$ cat config.mk
export PLATFORM = sky130hd
export DESIGN_NAME = rc4_multicore_scheduler
export DESIGN_NICKNAME = d
export VERILOG_FILES = /design/src/rtl/rc4_sched_pkg.sv /design/src/rtl/rr_arbiter.sv /design/src/rtl/rc4_multicore_scheduler.sv
export SDC_FILE = /design/constraint.sdc
export NUM_CORES = 1
export LEC_CHECK = 0
export CAP_MARGIN = 25
export CORE_UTILIZATION = 41
export DETAILED_ROUTE_END_ITERATION = 16
export GPL_ROUTABILITY_DRIVEN = 0
export PLACE_DENSITY_LB_ADDON = 0.12
export SYNTH_ARGS = -nofsm -noshare
export SYNTH_HDL_FRONTEND = slang
export SYNTH_HIERARCHICAL = 1
export SYNTH_SLANG_ARGS = --single-unit
$ cat constraint.sdc
create_clock -name clk -period 4.4 [get_ports clk]
set_clock_uncertainty 0.05 [all_clocks]
set_input_delay 0.88 -clock clk [delete_from_list [all_inputs] [get_ports clk]]
set_output_delay 0.88 -clock clk [all_outputs]
set_load 0.03 [all_outputs]
$ cat src/rtl/rc4_sched_pkg.sv
// Shared types and helpers for the RC4 multicore key-space scheduler.
package rc4_sched_pkg;

  typedef enum logic [2:0] {
    S_IDLE,
    S_DISPATCH,
    S_DRAIN,
    S_FOUND,
    S_NO_SOL
  } state_t;

  localparam int KEY_W_DEF = 24;

  function automatic int chunk_count(input int search_w, input int chunk_log2);
    return 1 << (search_w - chunk_log2);
  endfunction

endpackage

$ cat src/rtl/rr_arbiter.sv
// Combinational round-robin pick: first set request at or after ptr wins.
module rr_arbiter #(
  parameter int N  = 4,
  parameter int PW = $clog2(N)
) (
  input  logic [N-1:0]  req,
  input  logic [PW-1:0] ptr,
  output logic [N-1:0]  gnt
);

  logic          hit;
  logic [PW-1:0] idx;

  always_comb begin
    gnt = '0;
    hit = 1'b0;
    idx = '0;
    for (int k = 0; k < N; k++) begin
      idx = PW'((int'(ptr) + k) % N);
      if (!hit && req[idx]) begin
        gnt[idx] = 1'b1;
        hit      = 1'b1;
      end
    end
  end

endmodule

$ cat src/rtl/rc4_multicore_scheduler.sv
// Hands contiguous RC4 key chunks to idle cores, aborts on the first hit,
// and flags no_sol once every chunk has come back without one.
module rc4_multicore_scheduler
  import rc4_sched_pkg::*;
#(
  parameter int NUM_CORES  = 4,
  parameter int KEY_W      = KEY_W_DEF,
  parameter int SEARCH_W   = 22,
  parameter int CHUNK_LOG2 = 14
) (
  input  logic                       clk,
  input  logic                       reset,
  input  logic                       start,
  input  logic [NUM_CORES-1:0]       core_req,
  output logic [NUM_CORES-1:0]       core_grant,
  output logic [KEY_W-1:0]           chunk_base,
  input  logic [NUM_CORES-1:0]       core_done,
  input  logic [NUM_CORES-1:0]       core_found,
  input  logic [NUM_CORES*KEY_W-1:0] core_found_key,
  output logic                       core_abort,
  output logic                       busy,
  output logic                       found,
  output logic [KEY_W-1:0]           found_key,
  output logic                       no_sol
);

  localparam int PW = $clog2(NUM_CORES);
  localparam logic [SEARCH_W:0] CHUNK_INC = (SEARCH_W+1)'(1) << CHUNK_LOG2;

  state_t               state, state_n;
  logic [SEARCH_W:0]    next_base;
  logic [NUM_CORES-1:0] outstanding, eligible, arb_gnt, grant_n, done_v, found_v;
  logic [PW-1:0]        rr_ptr, gnt_idx;
  logic [KEY_W-1:0]     win_key;
  logic                 exhausted, active, restart;

  // Extra top bit turns "all chunks handed out" into a single flag.
  assign exhausted = next_base[SEARCH_W];
  assign active    = (state == S_DISPATCH) || (state == S_DRAIN);
  assign eligible  = core_req & ~outstanding;
  assign done_v    = core_done & outstanding;
  assign found_v   = core_found & outstanding;

  rr_arbiter #(.N(NUM_CORES), .PW(PW)) u_arb (
    .req (eligible),
    .ptr (rr_ptr),
    .gnt (arb_gnt)
  );

  // Descending scan so the lowest-index finder wins a tie.
  always_comb begin
    win_key = '0;
    for (int i = NUM_CORES-1; i >= 0; i--)
      if (found_v[i]) win_key = core_found_key[i*KEY_W +: KEY_W];
  end

  always_comb begin
    gnt_idx = '0;
    for (int i = 0; i < NUM_CORES; i++)
      if (arb_gnt[i]) gnt_idx = PW'(i);
  end

  always_ff @(posedge clk) begin
    if (reset) state <= S_IDLE;
    else       state <= state_n;
  end

  always_comb begin
    state_n = state;
    grant_n = '0;
    restart = 1'b0;
    case (state)
      S_IDLE: begin
        if (start) begin
          restart = 1'b1;
          state_n = S_DISPATCH;
        end
      end
      S_DISPATCH: begin
        if (|found_v)      state_n = S_FOUND;
        else if (exhausted) state_n = S_DRAIN;
        else               grant_n = arb_gnt;
      end
      S_DRAIN: begin
        if (|found_v)                          state_n = S_FOUND;
        else if ((outstanding & ~done_v) == '0) state_n = S_NO_SOL;
      end
      S_FOUND, S_NO_SOL: begin
        if (start) begin
          restart = 1'b1;
          state_n = S_DISPATCH;
        end
      end
      default: state_n = S_IDLE;
    endcase
  end

  always_ff @(posedge clk) begin
    if (reset) begin
      next_base   <= '0;
      outstanding <= '0;
      rr_ptr      <= '0;
      found_key   <= '0;
      core_grant  <= '0;
      chunk_base  <= '0;
    end else begin
      core_grant <= grant_n;
      chunk_base <= (|grant_n) ? KEY_W'(next_base[SEARCH_W-1:0]) : '0;
      if (restart) begin
        next_base   <= '0;
        outstanding <= '0;
        found_key   <= '0;
      end else if (active && (|found_v)) begin
        found_key   <= win_key;
        outstanding <= '0;
      end else if (active) begin
        outstanding <= (outstanding & ~done_v) | grant_n;
        if (|grant_n) begin
          next_base <= next_base + CHUNK_INC;
          rr_ptr    <= (gnt_idx == PW'(NUM_CORES-1)) ? '0 : gnt_idx + 1'b1;
        end
      end
    end
  end

  assign core_abort = (state == S_FOUND) || (state == S_NO_SOL);
  assign busy       = active;
  assign found      = (state == S_FOUND);
  assign no_sol     = (state == S_NO_SOL);

endmodule
Word-level counts from Yosys, hierarchy flattened
Index checks and enable logic that the tools add are counted.

Word-level logic and storage cells: 108. Latch bits: 0. Memory bits (read-only): 0. Input bits: 111. Register bits: 84. RAM bits: 0. Memories: 0.

Div/mod/pow operators: 0. Mux-type cells: 42. $lt $le $gt $ge: 8. Bitwise operators: 13. $add $sub $neg: 5. Reductions and logical operators: 24. Shift operators: 0. Multipliers: 0. Equality and inequality tests: 8.

Operator list (number): 24-bit 2-to-1 mux (4); 4-bit 2-to-1 mux (7); 23-bit by 15-bit adder with 23-bit output, second input constant (1); 4-bit bitwise AND (4); 4-bit OR (4); 3-bit 2-to-1 mux (5); 1-bit 2-to-1 mux (14); 2-bit by 3-bit less-than comparator with 1-bit output, second input constant (4); 3-bit one-hot mux with 3 select lines (1); 1-bit binary-select mux with 2-bit select (4); 1-bit demux with 2-bit select (4); 2-bit by 1-bit >= comparator with 1-bit output, second input constant (4); 1-bit logical AND (8); 4-bit inverter (2); 4-bit OR reduction (2); 3-bit by 2-bit == test with 1-bit output, second input constant (2); 2-bit 2-to-1 mux (3); 3-bit AND reduction (2); 3-bit OR reduction (2); 2-bit by 1-bit adder with 2-bit output, second input constant (2); 2-bit adder, second input constant (2); 4-bit zero test (1); 4-bit AND reduction (1); 2-bit OR reduction (2); other kinds (10) (15).

Depth between registers and ports, before layout
Gate-level depths: netlist of run 1.

Depth in word-level cells: 20. Mapped depth: 13. Mapped depth without buffers: 10.

Hierarchy
Netlist of run 1, hierarchy kept.

Modules (own cells, without submodules): rc4_multicore_scheduler (area an instance 2996.6 um^2, instances 1, cells each 364, seq. area each 1081.0 um^2); rr_arbiter (area an instance 337.8 um^2, instances 1, cells each 36, seq. area each 0.0 um^2).

Least setup slack after synthesis of run 1
OpenSTA, ideal clock, no wires.

Path kind: input to register. Start: in core_req[3]. End: reg next_base[19]. Library setup time: 0.071 ns. Path slack: 1.051 ns. Buffers on the path: 1. Cell stages on the path: 10. Data required time: 4.279 ns. Data arrival time: 3.229 ns. Cell sequence: nor2b_1 > mux4_2 > buf_6 > nor4b_4 > nand2_1 > o211ai_1 > nor4_1 > nand4b_1 > or4_1 > a21oi_1.

Word-level cells in the longest chain between the ends: 18. Elaborated cells on any way between the ends: 30.

Ends and longest elaborated chain: start: declaration (line rc4_multicore_scheduler.sv:14) `input logic [NUM_CORES-1:0] core_req,`; 4-bit bitwise AND * (line rc4_multicore_scheduler.sv:40) `assign eligible = core_req & ~outstanding;`; 1-bit binary-select mux with 2-bit select (line rr_arbiter.sv:20) `if (!hit && req[idx]) begin`; 1-bit 2-to-1 mux (implied by the code) (line rr_arbiter.sv:20); 1-bit 2-to-1 mux (line rr_arbiter.sv:20); 1-bit zero test (line rr_arbiter.sv:20); 1-bit logical AND (line rr_arbiter.sv:20); 1-bit 2-to-1 mux (line rr_arbiter.sv:20); 1-bit zero test (line rr_arbiter.sv:20); [3 not listed]; 1-bit logical AND (line rr_arbiter.sv:20); 4-bit 2-to-1 mux * (line rr_arbiter.sv:20); via arb_gnt[1] (line rc4_multicore_scheduler.sv:32) `logic [NUM_CORES-1:0] outstanding, eligible, arb_gnt, grant_n, done_v, found_v;`; 4-bit 2-to-1 mux * (line rc4_multicore_scheduler.sv:81) `else if (exhausted) state_n = S_DRAIN;`; 4-bit 2-to-1 mux * (line rc4_multicore_scheduler.sv:80) `if (|found_v) state_n = S_FOUND;`; 4-bit 2-to-1 mux * (line rc4_multicore_scheduler.sv:72) `case (state)`; 4-bit OR reduction * (line rc4_multicore_scheduler.sv:118) `if (|grant_n) begin`; 3-bit AND reduction (no line) *; end signal: assignment (line rc4_multicore_scheduler.sv:119) `next_base <= next_base + CHUNK_INC;`; end: declaration (line rc4_multicore_scheduler.sv:31) `logic [SEARCH_W:0] next_base;`.

Mark *: on every way through the listed nets, which the timed path passes. The rest lies on a longest branch. The select of a mux whose other input is x is not followed. A chain may end at the register's enable or synchronous reset.

Worst setup path in the final report of run 1
Start: in core_req[3]. End: reg next_base[18].

Word-level cells in the longest chain between the ends: 18. Elaborated cells on any way between the ends: 30.

Ends and longest elaborated chain (line): 4-bit bitwise AND * (rc4_multicore_scheduler.sv:40); via eligible[3] (rc4_multicore_scheduler.sv:32); 1-bit binary-select mux with 2-bit select (rr_arbiter.sv:20); 1-bit 2-to-1 mux (implied by the code) (rr_arbiter.sv:20); 1-bit 2-to-1 mux (rr_arbiter.sv:20); 1-bit zero test (rr_arbiter.sv:20); 1-bit logical AND (rr_arbiter.sv:20); 1-bit 2-to-1 mux (rr_arbiter.sv:20); [4 not listed]; 1-bit logical AND (rr_arbiter.sv:20); 4-bit 2-to-1 mux * (rr_arbiter.sv:20); via arb_gnt[2] (rc4_multicore_scheduler.sv:32); 4-bit 2-to-1 mux * (rc4_multicore_scheduler.sv:81); 4-bit 2-to-1 mux * (rc4_multicore_scheduler.sv:80); 4-bit 2-to-1 mux * (rc4_multicore_scheduler.sv:72); 4-bit OR reduction * (rc4_multicore_scheduler.sv:118); 3-bit AND reduction (no line) *.

Marked as above.

==> results of run 1 <==
critical path: cells and delay by family:
family,cells,cell delay (ns)
buf+inv,2,0.67
mux,1,0.61
compound gates,2,0.32
simple gates,6,1.57
worst paths after layout:
path              slack, ns                         end  cells after the start
hold / removal         0.43  next_base[22]$_SDFFE_PP0P_                      2
setup reg to reg       0.79  next_base[18]$_SDFFE_PP0P_                     11
hold reg to reg        0.43  next_base[22]$_SDFFE_PP0P_                      2
setup / recovery       0.55  next_base[18]$_SDFFE_PP0P_                     11
stage by stage:
| step | std cells | setup WS (ns) |
|---|---|---|
| floorplan | 415 | 1.05 |
| global placement | 625 | 0.419 |
| detailed placement | 625 | 0.251 |
| CTS | 633 | 0.569 |
| global route | 633 | 0.372 |
| finish | 633 | 0.552 |
synth_stat cells (2+ instances only):
| cell | instances | share of area (%) |
|---|---|---|
| o211ai_1 | 4 | 0.90 |
| a21o_1 | 3 | 0.68 |
| nor4b_4 | 2 | 1.4 |
| a211o_1 | 2 | 0.53 |
| a22o_1 | 24 | 6.3 |
| nand2b_1 | 5 | 0.94 |
| a21boi_0 | 4 | 0.90 |
| nor2b_1 | 4 | 0.75 |
| and3_1 | 28 | 5.3 |
| o31ai_1 | 2 | 0.45 |
| buf_2 | 4 | 0.60 |
| buf_4 | 18 | 4.1 |
| a311oi_1 | 25 | 6.6 |
| o21ai_0 | 54 | 8.1 |
| mux4_2 | 2 | 1.4 |
| nor2_1 | 6 | 0.68 |
| a22oi_1 | 2 | 0.45 |
| buf_6 | 3 | 1.0 |
| clkbuf_1 | 21 | 2.4 |
| dfxtp_1 | 54 | 32 |
| nand2_1 | 42 | 4.7 |
| or4_1 | 3 | 0.68 |
| a21oi_1 | 13 | 2.0 |
| inv_1 | 16 | 1.8 |
| nor3_1 | 3 | 0.45 |
| ha_1 | 7 | 2.6 |
| and2_1 | 11 | 2.1 |
| nand3_1 | 6 | 0.90 |
| nor4_1 | 3 | 0.56 |
| a21o_2 | 4 | 1.1 |
| mux2i_1 | 4 | 1.2 |
| or3_1 | 4 | 0.75 |
| mux4_1 | 2 | 1.6 |
logic make-up (layout without fill, tap and decap cells):
logic type	Yosys count	in the layout	synth area share [%]
flops	54	54	32.4
fa+ha+maj	7	7	2.63
xor+xnor	1	1	0.263
other cells	1	16	0.112
compound gates	142	142	29.5
simple gates	124	124	21.0
buf+inv	63	179	9.94
mux	8	8	4.13
metal layers:
metal  vias to the layer above  wire length [um]  GRT usage [%]
met1                      1636              4220           28.7
met2                       154              5050           42.4
met5                         -                 0              0
met4                         0               167           5.73
met3                        17               767           6.22
li1                       1706                 -              -
power by group:
part / internal (uW) / switching (uW) / total [uW] / leakage (uW)
clock: 174 / 173 / 347 / 0.0000591
combinational: 369 / 477 / 845 / 0.00138
sequential: 523 / 50.6 / 573 / 0.000436
total: 1070 / 700 / 1770 / 0.00188
cell type report:
type,instances,area (um2),area share (%)
Clock buffer,5,68.8,1.40
Clock inverter,3,47.5,0.971
Inverter,17,63.8,1.30
Multi-Input combinational cell,298,1980,40.4
Sequential cell,54,1080,22.1
Tap cell,102,128,2.61
Timing Repair Buffer,154,1530,31.3
sequential cells by signal, indices dropped and copies added (netlist names):
signal / cells
found_key: 24
next_base: 9
chunk_base: 8
core_grant: 4
outstanding: 4
state: 3
rr_ptr: 2
cell usage in the layout, fill, tap and decap left out, types with 2 or more instances in the layout:
master             n
o211ai_1           4
nor2_1             6
clkbuf_8           5
nand2_1           42
inv_1             16
nand3_1            6
a21boi_0           4
ha_1               7
nor2b_1            4
o31ai_1            2
inv_6              2
a211o_1            2
buf_4              4
nand2b_1           5
clkdlybuf4s50_1  150
a22oi_1            2
o21ai_0           54
a311oi_1          25
nor4_1             3
dfxtp_1           54
mux4_1             2
or4_1              3
a22o_1            24
nor4b_4            2
mux2i_1            4
or3_1              4
a21o_2             4
mux4_2             2
conb_1            16
a21o_1             3
and2_1            11
nor3_1             3
a21oi_1           13
and3_1            28
==> impl_metrics.tcl, run 1 <==
set metrics [dict create \
    status "finished clean" \
    hold_class "reg2reg" \
    syn_inst 400 \
    area_growth_pct 46.9 \
    setup_viol 0 \
    synth_seq_cells 54 \
    slowest_stage "mux4_2" \
    core_um2 7810 \
    crit_path_end_kind "flip-flop" \
    portBuffers 150 \
    viasPerCell 5.55 \
    cts.repair.resized 0 \
    ys_warn_count 6 \
    hpwlAfterDp_um 7620 \
    row_count 32 \
    holdBufCountCts 0 \
    initial_utilization_pct 42.7 \
    drtIter0Drc 151 \
    setup_tns_ns 0 \
    final.period_utilization_pct 87.5 \
    worstPathArrival_ns 4.04 \
    max_stage_delay_ns 0.61 \
    hold_viol 0 \
    die_h_um 92.2 \
    cp_max_fo 11 \
    grt_pass1_wl_um 16100 \
    firstDrtPassIters 4 \
    nets 648 \
    cts_tree "done" \
    start_kind "input port" \
    power_density_nw_per_um2 360 \
    layout.core_utilization_pct 62.7 \
    grt_usage_pct 23.9 \
    layout-drive-gt1-share_pct 4.52 \
    ys_seq_area_share_pct 32.4 \
    wire_per_inst_um 16.1 \
    relSlewSlack_pct 32.8 \
    place_area_um2 4780 \
    drv_cap 0 \
    synth_top_flop_cell "dfxtp_1" \
    syn_area_per_cell_um2 8.34 \
    numCtsBuffers 5 \
    hold_path.startpoint "next_base[22]$_SDFFE_PP0P_" \
    worst-setup-path-type "in2reg" \
    ios 167 \
    peakVddDrop_mv 0.163 \
    drc 0 \
    async_flop_share_pct 0 \
    diodes 0 \
    synth_cell_types 48 \
    die_x_um 92.2 \
    dieArea_um2 8500 \
    cts_sinks 54 \
    clk_latency_ns 0.31 \
    fin_crit_ns 3.85 \
    drtAntennaViolNets 0 \
    r2r-start "rr_ptr[0]$_SDFFE_PP0P_" \
    vias 3513 \
    p_total_uw 1770 \
    cp.required_ns 4.60 \
    antenna_found_initial 0 \
    n_fill_cell 718 \
    fmax_ghz 0.260 \
    rsz0062_at_grt "no" \
    synth_area_um2 3330 \
    path_clk_slew_ns 0.10 \
    wirelength_um 10200 \
    tightest_slew_ns 1.01 \
    path_cells "clkdlybuf4s50_1, nor2b_1, mux4_2, nor4b_4, nand2_1, o211ai_1, nor4_1, nand4b_1, buf_4, or3_1, a21oi_1" \
    root_buffer "clkbuf_8" \
    grt_pass1_vias 3288 \
    drv_slew 0 \
    grt_start_max_net_pins 29 \
    clockBufferDepth 2 \
    cts_setup_buffers 0 \
    p_leak_uw 0.00188 \
    gr-total-overflow 0 \
    whs_ns 0.430 \
    design_area_um2 4900 \
    crit_path_start "core_req[3]" \
    synth_edf_count 0 \
    cts.htree.levels 2 \
]
Power figures use the tool's default switching activity.
==> run 2, diff against run 1 <==
Clock period 4.4 ns to 3.6 ns, I/O delays scaled along.
==> run 2 against run 1 <==
Cell area up 2.0%. Critical path depth unchanged. Clock-buffer cell count is the same. Hold slack got worse by 0.011 ns. Power rose by 26%. Flip-flop and latch count stayed put. Die area unchanged. Critical endpoint is now next_base[17]$_SDFFE_PP0P_. Utilization increased by 1.3 points. Clock power up 3%. First-iteration DRC count shrank 44%. Highest routed layer unchanged.
==> impl_metrics.tcl, run 2 (same netlist as run 1, synthesis figures left out) <==
set metrics [dict create \
    antenna_found_initial 0 \
    cp.required_ns 3.80 \
    firstDrtPassIters 4 \
    tightest_slew_ns 0.962 \
    portBuffers 150 \
    largest_reg_flops 24 \
    r2r-end "next_base[17]$_SDFFE_PP0P_" \
    path_clk_slew_ns 0.11 \
    root_buffer "clkbuf_8" \
    ios 167 \
    fmax_ghz 0.295 \
    drv_slew 0 \
    area_growth_pct 49.9 \
    whs_ns 0.419 \
    power_density_nw_per_um2 446 \
    gr-total-overflow 0 \
    die_x_um 92.2 \
    grt_start_max_net_pins 29 \
    clockBufferDepth 2 \
    crit_path_end_kind "flip-flop" \
    p_leak_uw 0.00195 \
    rr_worst_depth 11 \
    drv_cap 0 \
    hold_class "reg2reg" \
    fin_crit_ns 3.39 \
    seqPwrFrac_pct 30.6 \
    hold_depth 2 \
    setup_viol 0 \
    die_h_um 92.2 \
    clockPowerShare_pct 16.0 \
    top_layer "met4" \
    vias 3575 \
    holdBufCountCts 0 \
    grt_usage_pct 24.2 \
    cts.repair.resized 0 \
    cts.htree.levels 2 \
    combPwrFrac_pct 53.4 \
    setup_slack_ns 0.210 \
    hold_end "next_base[22]$_SDFFE_PP0P_" \
    reg2reg_slack_ns 0.46 \
    cp_max_fo 8 \
    wirelength_um 10200 \
    final_cell_mix "150 x clkdlybuf4s50_1, 54 x o21ai_0, 54 x dfxtp_1" \
    drc 0 \
    finalNonFillerCells 649 \
    swShare_pct 39.5 \
    rsz0062_at_grt "no" \
    status "finished clean" \
    grt_pass1_wl_um 16200 \
    layout-drive-gt1-share_pct 7.31 \
    start_kind "input port" \
    layout.core_utilization_pct 64.0 \
    diodes 0 \
    wl_met1_um 4100 \
    core_um2 7810 \
    drtIter0Drc 84 \
    hold_viol 0 \
    clk_latency_ns 0.31 \
    relSlewSlack_pct 35.9 \
    met2_wirelength_um 5090 \
    nets 664 \
    viasPerCell 5.51 \
    initial_utilization_pct 42.7 \
    row_count 32 \
    drtAntennaViolNets 0 \
    numCtsBuffers 5 \
    cts_sinks 54 \
    worst-setup-path-type "in2reg" \
    wl_met3_um 751 \
    cts_tree "done" \
    r2r-start "rr_ptr[1]$_SDFFE_PP0P_" \
    p_int_uw 1350 \
    final.period_utilization_pct 94.2 \
    pre_cts_slack_ns -0.151 \
    cts_setup_buffers 0 \
    layout_commonest_cell "clkdlybuf4s50_1" \
    place_inst 641 \
    dieArea_um2 8500 \
    largest_register "found_key" \
    wire_per_inst_um 15.8 \
    p_sw_uw 879 \
    grt_pass1_vias 3397 \
    largestRegisters "found_key (24), next_base (9), chunk_base (8)" \
    hold_path.startpoint "next_base[22]$_SDFFE_PP0P_" \
    hpwlAfterDp_um 7840 \
    peakVddDrop_mv 0.195 \
    worstPathArrival_ns 3.59 \
]
-- run 2: cell types whose count changed in the layout (fill, tap and decap cells not counted), sizes merged --
cell	change
bufinv	-1
buf	+16
clkinv	+1
-- run 2: how the worst max path moves through the flow --
stage                startpoint                    endpoint  slack, ns  cells after the start
CTS                 core_req[3]  next_base[17]$_SDFFE_PP0P_       0.20                     11
global placement    core_req[3]  next_base[18]$_SDFFE_PP0P_      -0.01                     11
detailed placement  core_req[3]  next_base[17]$_SDFFE_PP0P_      -0.15                     11
floorplan           core_req[3]  next_base[19]$_SDFFE_PP0P_       0.41                     10
finish              core_req[3]  next_base[17]$_SDFFE_PP0P_       0.21                     11
global route        core_req[3]  next_base[17]$_SDFFE_PP0P_       0.02                     11
-- run 2: power groups by stage --
stage	Combinational [uW]	Sequential [uW]	Clock (uW)
after CTS	1190	682	370
final	1190	682	357
after global routing	1300	689	388
after detailed placement	1180	695	0
after floorplan	719	718	0
after global placement	1150	693	0
-- run 2: per-stage QoR --
stage	power (uW)	setup TNS, ns	area [um2]
finish	2230	0	5000
global route	2380	0	5000
CTS	2240	0	5000
detailed placement	1880	-0.991	4900
global placement	1840	-0.0243	4900
floorplan	1440	0	3390
-- run 2: cell type report --
type	instances	area (um2)
clock buffers	5	68.8
clock inverters	3	26.3
fillers	708	2810
inverters	17	63.8
multi-input cells	298	1980
flip-flops and latches	54	1080
well taps	102	128
repair buffers	170	1650
-- run 2: per-layer routing --
layer	GRT usage, %	vias up
met2	42.5	135
met1	27.3	1675
met4	9.51	0
met3	7.13	23
met5	0	-
li1	-	1742
-- run 2: worst max-delay path: stages --
cell and delay (ns):
clkdlybuf4s50_1 0.39, nor2b_1 0.15, mux4_2 0.53, nor4b_4 0.37, nand2_1 0.12, o211ai_1 0.12, nor4_1 0.10, nand4b_1 0.34
buf_4 0.27, or3_1 0.34, a21oi_1 0.14
